<file path="src/rtl/hidden_result_collector.sv">
// Sequences the two hidden-layer neuron groups, captures their results and
// streams the 20 captured neuron bytes to the output-layer feeder.
module hidden_result_collector #(
    parameter int unsigned TIMEOUT = 4096
) (
    input  logic         clk,
    input  logic         rst_n,
    input  logic         go,
    input  logic [0:159] hidden_out,
    input  logic         ready1,
    input  logic         ready2,
    output logic         start1,
    output logic         start2,
    output logic         received,
    output logic [0:159] result,
    output logic [7:0]   byte_out,
    output logic         byte_valid,
    input  logic         byte_ready,
    output logic         busy,
    output logic         done,
    output logic         timeout_err
);

    typedef enum logic [2:0] {
        IDLE, RUN1, WAIT1, CAP1, RUN2, WAIT2, CAP2, STREAM
    } state_t;

    state_t         state, state_d;
    logic [15:0]    cnt, cnt_d;
    logic [4:0]     idx, idx_d;
    logic [0:159]   result_d;
    logic [7:0]     byte_out_d;
    logic           timeout_err_d;
    logic           accept, expired, last;

    assign accept  = byte_valid && byte_ready;
    assign expired = (cnt == 16'(TIMEOUT - 1));
    assign last    = (idx == 5'd19);

    always_ff @(posedge clk) begin
        if (!rst_n) begin
            state <= IDLE;
        end else begin
            state <= state_d;
        end
    end

    always_comb begin
        state_d = state;
        case (state)
            IDLE:    if (go) state_d = RUN1;
            RUN1:    state_d = WAIT1;
            WAIT1: begin
                if (ready1)       state_d = CAP1;
                else if (expired) state_d = IDLE;
            end
            CAP1:    state_d = RUN2;
            RUN2:    state_d = WAIT2;
            WAIT2: begin
                if (ready2)       state_d = CAP2;
                else if (expired) state_d = IDLE;
            end
            CAP2:    state_d = STREAM;
            STREAM:  if (accept && last) state_d = IDLE;
            default: state_d = IDLE;
        endcase
    end

    // Outputs are computed from the upcoming state so that every output is
    // a flop yet still lines up with the state it belongs to.
    always_comb begin
        cnt_d         = '0;
        idx_d         = idx;
        result_d      = result;
        timeout_err_d = timeout_err;
        byte_out_d    = '0;
        if (state == WAIT1 || state == WAIT2) cnt_d = cnt + 16'd1;
        if (state == IDLE && go) timeout_err_d = 1'b0;
        if ((state == WAIT1 && !ready1 && expired) ||
            (state == WAIT2 && !ready2 && expired)) timeout_err_d = 1'b1;
        if (state == WAIT1 && ready1) result_d[0:79]   = hidden_out[0:79];
        if (state == WAIT2 && ready2) result_d[80:159] = hidden_out[80:159];
        if (state == CAP2) begin
            idx_d = '0;
        end else if (state == STREAM && accept) begin
            idx_d = last ? 5'd0 : idx + 5'd1;
        end
        if (state_d == STREAM) byte_out_d = result_d[{idx_d, 3'b000} +: 8];
    end

    always_ff @(posedge clk) begin
        if (!rst_n) begin
            cnt         <= '0;
            idx         <= '0;
            result      <= '0;
            byte_out    <= '0;
            byte_valid  <= 1'b0;
            start1      <= 1'b0;
            start2      <= 1'b0;
            received    <= 1'b0;
            busy        <= 1'b0;
            done        <= 1'b0;
            timeout_err <= 1'b0;
        end else begin
            cnt         <= cnt_d;
            idx         <= idx_d;
            result      <= result_d;
            byte_out    <= byte_out_d;
            byte_valid  <= (state_d == STREAM);
            start1      <= (state_d == RUN1);
            start2      <= (state_d == RUN2);
            received    <= (state_d == CAP1) || (state_d == CAP2);
            busy        <= (state_d != IDLE);
            done        <= (state == STREAM) && (state_d == IDLE);
            timeout_err <= timeout_err_d;
        end
    end

endmodule

</file>
<file path="config.mk">
export PLATFORM = sky130hd
export DESIGN_NAME = hidden_result_collector
export DESIGN_NICKNAME = d
export VERILOG_FILES = /design/src/rtl/hidden_result_collector.sv
export SDC_FILE = /design/constraint.sdc
export NUM_CORES = 1
export LEC_CHECK = 0
export CORE_UTILIZATION = 35
export CTS_BUF_LIST = sky130_fd_sc_hd__clkbuf_16
export DETAILED_ROUTE_END_ITERATION = 12
export PLACE_DENSITY_LB_ADDON = 0.1
export SYNTH_ARGS = -nofsm -noshare
export SYNTH_HDL_FRONTEND = slang
export SYNTH_SLANG_ARGS = --single-unit
</file>
<file path="constraint.sdc">
create_clock -name clk -period 4.7 [get_ports clk]
set_clock_uncertainty 0.15 [all_clocks]
set_input_delay 0.94 -clock clk [delete_from_list [all_inputs] [get_ports clk]]
set_output_delay 0.94 -clock clk [all_outputs]
set_load 0.005 [all_outputs]
</file>
==> results.yml <==
yosys:
  ys_ff_latch: 199
  synth-edff-count: 0
  syn-mean-instance-area_um2: 8.319
  netlist_instances: 1189
  synth_fp_nets: 1357
  yosysSeqAreaShare_pct: 40.28
  yosys_warnings: 0
  postSynth.asyncResetShare_pct: 0
  synth_ff_type: "dfxtp_1"
  syn_area_um2: 9891
  synth.distinct_cells: 58
critical_path:
  worstSetupStartpointType: "primary input"
  critPathMaxFanout: 49
  crit_arrival_ns: 3.75
  reg2reg_to: "byte_out[6]$_SDFF_PN0_"
  critPathKind: "primary input to flop"
  ff2ff_path_depth: 8
  crit-reg2reg-launch: "state[1]$_SDFF_PN0_"
  ff2ff_setup_slack_ns: 1.30
  endpoint_kind: "flop"
  crit_required_ns: 4.85
route:
  drtIter0Drc: 876
  routed_via_density: 5.383
  drc_errors: 0
  postRouteWirelength_um: 37870
  post_drt_wl_per_cell_um: 20.31
  ant_nets: 0
  vias: 10040
  dr.pass1.iters: 6
power:
  vdd_drop_max_mv: 0.2606
  p_total_uw: 3541
  power-per-cell-area_nw_per_um2: 249.8
  p_leak_uw: 0.004500
layout:
  stdcell_area_um2: 14170
  final_cell_mix: "clkdlybuf4s50_1, nand2_1, dfxtp_1"
  fill_cells: 2737
  drive_above_1_share_pct: 6.859
  final_cells: 1865
  areaGrowthSynthToFinish_pct: 43.31
  antennaDiodeCount: 0
  final_common_cell: "clkdlybuf4s50_1"
  final_nets: 1645
flow_run:
  max_cap_viol_count: 0
global_routing:
  grt_max_degree: 82
  grtUsageTotal_pct: 25.70
  grt_first_pass_wirelength_um: 56410
  grt_pass1_vias: 9445
  grt_antenna_before_repair: 1
  grt.overflow.total: 0
status:
  outcome: "complete, no violations"
cts:
  ctsResizeCount: 0
  clockRootBuffer: "clkbuf_16"
  clockBufferDepth: 2
  cts_tree: "done"
  ctsHoldBuffers: 0
  postCtsSetupBuffers: 0
  clock_latency_ns: 0.45
  numCtsBuffers: 17
  clk_pin_slew_ns: 0.08
  h-tree-depth: 4
  cts.sinks: 199
sta:
  setup_slack_ns: 1.102
  maxClockFrequency_mhz: 278.0
  maxSlewHeadroom_pct: 26.72
  setup_viol: 0
  min_period_ns: 3.598
  tightest_slew_ns: 1.099
  period_share_pct: 76.55
  rsz0062_at_grt: "false"
  setup_tns_ns: 0
  finalHoldViolCount: 0
  slew_viol_final: 0
placement:
  numPortBuffers: 340
  post-place-cells: 1836
  hpwl_um: 27350
  place_area_um2: 13640
  place.gp.congestion: 0.8348
  place_ws_ns: 0.6396
floorplanning:
  start_util_pct: 35.60
  rows: 61
  die_h_um: 170.1
  die_width_um: 170.1
  fp.dieArea_um2: 28940
  ios: 341
  core_area_um2: 27780
worst_hold_path:
  min_to: "cnt[0]$_SDFF_PN0_"
  min_from: "cnt[0]$_SDFF_PN0_"
  hold_path.class: "flop to flop"
  min_path_cells: 1
how the worst max path moves through the flow:
| stage | from | to | slack (ns) |
|---|---|---|---|
| 3_3_place_gp | ready2 | byte_out[4]$_SDFF_PN0_ | 0.67 |
| 6_report | ready2 | byte_out[5]$_SDFF_PN0_ | 1.10 |
| 5_1_grt | ready2 | byte_out[5]$_SDFF_PN0_ | 0.80 |
| 3_5_place_dp | ready2 | byte_out[4]$_SDFF_PN0_ | 0.64 |
| 4_1_cts | ready2 | byte_out[4]$_SDFF_PN0_ | 1.09 |
| 2_1_floorplan | byte_ready | byte_out[6]$_SDFF_PN0_ | 1.69 |
power by group:
part           switching (uW)  internal (uW)  total (uW)
Sequential               21.2           1710        1730
Combinational             152            230         382
Clock                     733            692        1430
flip-flops by register name (all words and copies together) (netlist names), 3 cells and up:
register  count
result      160
idx           5
byte_out      8
cnt          16
state         3
metal layers:
layer | routed length (um) | part of all wire (%) | vias to the layer above | GRT usage, %
met2 | 17950 | 47 | 395 | 41.95
met1 | 16730 | 44 | 4764 | 34.55
li1 | - | - | 4846 | -
met3 | 2731 | 7.2 | 33 | 5.837
met5 | 12 | 0.032 | - | 0
met4 | 448 | 1.2 | 2 | 5.249
Yosys cell counts, drive strengths merged (3+ instances only):
master	instances	share of area (%)
nand4	21	1.4
a22oi	46	3.5
xor2	7	0.62
and2	7	0.44
o211ai	45	3.4
a211oi	54	4.1
a31oi	3	0.25
nor3	11	0.72
a21oi	38	1.9
o21ai	14	0.71
mux4	16	3.6
o221a	7	0.80
inv	9	0.34
a21o	4	0.30
nor4	4	0.32
nand3	13	0.71
or3	6	0.38
nand2	334	13
a21boi	163	12
dfxtp	199	40
and3	3	0.19
nor2b	3	0.19
nor2	40	1.5
xnor2	7	0.62
nor3b	3	0.23
a22o	8	0.71
clkbuf	40	1.5
buf	60	3.2
final cells by class:
| class | instances | area, um^2 | share of cell area, % |
|---|---|---|---|
| Sequential cell | 199 | 3984 | 28.10 |
| Timing Repair Buffer | 369 | 3681 | 25.97 |
| Tap cell | 378 | 473.0 | 3.337 |
| Clock buffer | 17 | 425.4 | 3.001 |
| Clock inverter | 12 | 111.4 | 0.7856 |
| Inverter | 9 | 33.78 | 0.2383 |
| Multi-Input combinational cell | 881 | 5466 | 38.56 |
through the flow:
| step | util (%) | hold slack, ns |
|---|---|---|
| global route | 51.02 | 0.3568 |
| global placement | 49.09 | 0.2978 |
| finish | 51.02 | 0.3225 |
| detailed placement | 49.09 | 0.3064 |
| floorplan | - | 0.2802 |
| CTS | 51.02 | 0.3247 |
critical path, cell delays in order:
cell	delay, ns
clkdlybuf4s50_1	0.61
nand4b_4	0.72
buf_4	0.51
nand2_1	0.11
a22oi_1	0.09
o211ai_1	0.21
nand4_1	0.15
a211oi_1	0.30
nor3_1	0.07
logic make-up after synthesis:
logic type	count (synthesis)	synth area share [%]
flops	199	40.28
simple gates	453	19.89
buf+inv	109	5.073
mux	18	3.858
xor+xnor	14	1.240
fa+ha+maj	2	0.2530
compound gates	394	29.41
Power figures use the tool's default switching activity.
==> RTL edit 1 (same settings) <==
Re-encode `state_t` (8 states) as one-hot, 8 bits wide.
--- a/src/rtl/hidden_result_collector.sv
+++ b/src/rtl/hidden_result_collector.sv
@@ -22,6 +22,6 @@
 );
 
-    typedef enum logic [2:0] {
-        IDLE, RUN1, WAIT1, CAP1, RUN2, WAIT2, CAP2, STREAM
+    typedef enum logic [7:0] {
+        IDLE = 8'b00000001, RUN1 = 8'b00000010, WAIT1 = 8'b00000100, CAP1 = 8'b00001000, RUN2 = 8'b00010000, WAIT2 = 8'b00100000, CAP2 = 8'b01000000, STREAM = 8'b10000000
     } state_t;
 
Formal check against the unedited RTL: no difference found for any inputs over 10 cycles, from zero or initial values and one cycle with rst_n low; not proved beyond that.
==> RTL edit 1 against the original RTL <==
Cell count shrank 4.5%; cell area grew 2.7%; worst setup slack lost 0.24 ns; wire length shrank 1.6%; total power grew 4.9%; sequential cell count grew 5; area after synthesis grew 2.9%; maximum frequency shrank 6.4%; count of clock-buffer cells in the layout grew 8; non-clock buffer count shrank 9.
==> RTL edit 1: results (changes against the original RTL) <==
----------------------------------------------------
[STA]
  Worst rel slew slack ... 32.7% (+6.0 points)

[Layout]
  Clock Buffer Count ... 25 (+8)
  Regs by FF count ... result x160, cnt x16
  Share of post-route cells with drive strength above 1 ... 10.0% (+3.2 points)
  Inverters, non-clock ... 5 (-4)
  Clock network area share ... 4.82% (+1.0 points)

[Critical path]
  Startpoint of the worst register-to-register path ... state[4]
  Kind of cell adding the most delay to the critical path ... simple AND/OR/NAND/NOR gates
  Cell at the slowest stage of the critical path ... sky130_fd_sc_hd__or4_4
  Max Fanout on Critical Path ... 26 (-47%)

[Global routing]
  Wire length of the first global-routing pass ... 56.5 mm (+0.15%)
  Total global-route track usage ... 24.6% (-1.1 points)
  Largest net degree at the start of global routing ... 97 (+18%)
  Met1 Use GR ... 29.7% (-4.9 points)

[Clock tree]
  Clock-pin slew on the worst setup and hold paths ... 0.06 ns (-0.02 ns)
  Clock sink count ... 204 (+2.5%)
  Total number of H-tree levels ... 1 (-3)

[Run status]
  Run status ... finished clean

[Place]
  Post-detail-place hpwl ... 27.8 mm (+1.8%)
  Global placement routability congestion ... 0.826 (-1.0%)

[Synth]
  Post-synthesis net count ... 1241 (-8.5%)
  Xor/xnor cell area share of the yosys netlist ... 1.64% (+0.40 points)

[Drt]
  Via/cell ratio ... 5.18 (-3.7%)

[Min path]
  Startpoint of the most critical hold path ... result[57]
  Hold worst-path end ... result[57]

----------------------------------------------------
## RTL edit 1: cell count changes after synthesis, moves of 20 or more
cell and delta:
sky130_fd_sc_hd__o211ai_1 -45, sky130_fd_sc_hd__nand2_1 -34, sky130_fd_sc_hd__and2_1 +23, sky130_fd_sc_hd__mux2_2 +24
sky130_fd_sc_hd__a211oi_1 -53, sky130_fd_sc_hd__buf_2 -26, sky130_fd_sc_hd__nor2_1 -20, sky130_fd_sc_hd__a22oi_1 -27
sky130_fd_sc_hd__a21boi_0 -24
## RTL edit 1: power by group
group          switching [mW]  internal (mW)  leakage, nW
combinational          0.0936          0.176         3.09
sequential            0.00715           1.74         1.64
clock                   0.748          0.954        0.372
## RTL edit 1: per-stage QoR
stage / worst slack (ns) / hold WS, ns / area [sq um] / power (mW) / instances
2_1_floorplan: 1.53 / 0.288 / 10200 / 1.87 / 1073
3_3_place_gp: 0.465 / 0.309 / 13800 / 2.05 / 1736
3_5_place_dp: 0.397 / 0.322 / 13800 / 2.05 / 1736
4_1_cts: 0.895 / 0.329 / 14500 / 3.76 / 1779
5_1_grt: 0.646 / 0.349 / 14600 / 3.85 / 1782
6_report: 0.858 / 0.328 / 14600 / 3.72 / 1782
## RTL edit 1: worst max path at each step
stage,startpoint,endpoint,slack (ns)
2_1_floorplan,byte_ready,byte_out[7],1.53
3_3_place_gp,byte_ready,byte_out[7],0.47
3_5_place_dp,byte_ready,byte_out[3],0.40
4_1_cts,state[4],byte_out[6],0.90
5_1_grt,state[5],byte_out[6],0.65
6_report,state[4],byte_out[6],0.86
==> RTL edit 2 (same flow settings) <==
Made on the original files. `TIMEOUT`: 4096 -> 2048.
--- a/src/rtl/hidden_result_collector.sv
+++ b/src/rtl/hidden_result_collector.sv
@@ -2,5 +2,5 @@
 // streams the 20 captured neuron bytes to the output-layer feeder.
 module hidden_result_collector #(
-    parameter int unsigned TIMEOUT = 4096
+    parameter int unsigned TIMEOUT = 2048
 ) (
     input  logic         clk,
Check against the original RTL: same outputs for any inputs over 10 cycles, from zero or initial values and one cycle with rst_n low; that may be too few to reach the edited logic, so the function may still have changed.
==> RTL edit 2 against the original RTL <==
Total power up 1.5%; count of clock-buffer cells in the layout is the same; cell count grew 0.27%; critical path depth increased by 1; sequential cell count unchanged; wire length down 3.7%; cell area fell by 2.1%; worst setup slack worse by 0.25 ns; area after synthesis shrank 2.0%; first-iteration DRC count fell by 24%; largest cell class unchanged.
==> RTL edit 2: results (changes against the original RTL) <==
----------------------------------------------------
[Run status]
  Run status ... finished clean

[STA]
  Worst-Margin Slew ... 1.15 ns (+0.0517 ns)

[Synth]
  Sequential share of the synthesized area ... 41.1% (+0.82 points)
  Synth unique cells ... 57 (-1.7%)
  Synth top cells by count ... sky130_fd_sc_hd__nand2_1 (372), sky130_fd_sc_hd__dfxtp_1 (199), sky130_fd_sc_hd__a21boi_0 (163), sky130_fd_sc_hd__a21oi_1 (110), sky130_fd_sc_hd__o21ai_0 (51)
  Area contributors post-synth ... sky130_fd_sc_hd__dfxtp_1 (41%), sky130_fd_sc_hd__nand2_1 (14%), sky130_fd_sc_hd__a21boi_0 (13%)
  Mean instance size in the synthesized netlist ... 7.92 sq um (-4.8%)
  Post-synthesis mux area share ... 5.39% (+1.5 points)
  Adder-cell area share of the yosys netlist ... 0.258% (+0.0051 points)
  Compound-gate portion of the synthesized area ... 24.8% (-4.7 points)

[Layout]
  Nets@finish ... 1686 (+2.5%)
  Share of post-route cells with drive strength above 1 ... 5.95% (-0.91 points)
  Final std cells w/o fill ... 1870 (+0.27%)

[Pwr]
  Max VDD drop ... 0.173 mV (-34%)
  Leak pwr ... 4.50 nW (+0.11%)

[Clock tree]
  Clock-pin slew on the worst setup and hold paths ... 0.08 ns (about the same)

[Drt]
  Total wire length after detailed routing ... 36.5 mm (-3.7%)
  Via/cell ratio ... 5.27 (-2.1%)
  First DRT Iteration DRCs ... 662 (-24%)

[Critical path]
  Max Fanout on Critical Path ... 21 (-57%)

[Global routing]
  Antenna violations before repair ... 0 (-1)
  Total global-route track usage ... 25.1% (-0.56 points)
  Wire length of the first global-routing pass ... 54.6 mm (-3.3%)

[Place]
  Post-detail-place hpwl ... 26.8 mm (-2.1%)
  Instance count after placement with tap cells included ... 1840 (+0.22%)

----------------------------------------------------
-- RTL edit 2: cell types whose count changed after synthesis, sizes merged, moves of 13 or more --
cell / unedited run / this run
a211oi: 54 / 6
a21oi: 38 / 112
a22oi: 46 / 7
buf: 60 / 44
mux2i: 1 / 14
nand2: 334 / 373
nand3: 13 / 26
o211ai: 45 / 2
o21ai: 14 / 53
-- RTL edit 2: per-layer routing --
layer  track usage [%]  vias to the layer above  part of all wire (%)
met5                 0                        -                     0
met4              10.2                        0                   3.2
met3              5.36                       54                   6.5
met2              42.5                      337                    47
met1              31.1                     4649                    43
li1                  -                     4818                     -
-- RTL edit 2: per-stage QoR --
stage	setup slack [ns]	cell area, sq um
CTS	0.980	13900
detailed placement	0.530	13300
global route	0.779	13900
finish	0.853	13900
global placement	0.609	13300
floorplan	1.84	9690
-- RTL edit 2: critical path: stages --
cell                              delay (ns)
sky130_fd_sc_hd__clkdlybuf4s50_1        0.55
sky130_fd_sc_hd__a21boi_0               0.10
sky130_fd_sc_hd__o21ai_0                0.32
sky130_fd_sc_hd__and2_2                 0.66
sky130_fd_sc_hd__buf_4                  0.32
sky130_fd_sc_hd__a21oi_1                0.10
sky130_fd_sc_hd__o21ai_0                0.29
sky130_fd_sc_hd__nand4_1                0.19
sky130_fd_sc_hd__a21oi_1                0.42
sky130_fd_sc_hd__a211oi_1               0.09
-- RTL edit 2: where the power goes --
group          total, mW  leakage, nW  internal, mW  switching, mW
registers           1.75         1.61          1.72         0.0276
clock network       1.42        0.264         0.692          0.733
logic              0.423         2.63         0.243          0.179
total               3.59         4.50          2.65          0.939
-- RTL edit 2: cell type report --
class,count,area [sq um]
clock buffers,17,425
flip-flops and latches,199,3980
repair buffers,361,3610
fillers,2644,13100
multi-input cells,933,5290
well taps,341,427
clock inverters,13,123
inverters,6,22.5
-- RTL edit 2: final timing paths --
kind	startpoint	to	slack (ns)	cells past startpoint
setup / recovery	byte_ready	byte_out[2]	0.85	10
hold / removal	cnt[0]	cnt[0]	0.32	1
setup reg to reg	state[1]	byte_out[2]	1.09	9
hold reg to reg	cnt[0]	cnt[0]	0.32	1
-- RTL edit 2: logic make-up after synthesis --
group	count (synthesis)
adders and majority gates	2
muxes	34
xor gates and xnor gates	15
AOI/OAI and AO/OA	368
and+or+nand+nor	514
buffers and inverters	92
DFF	199
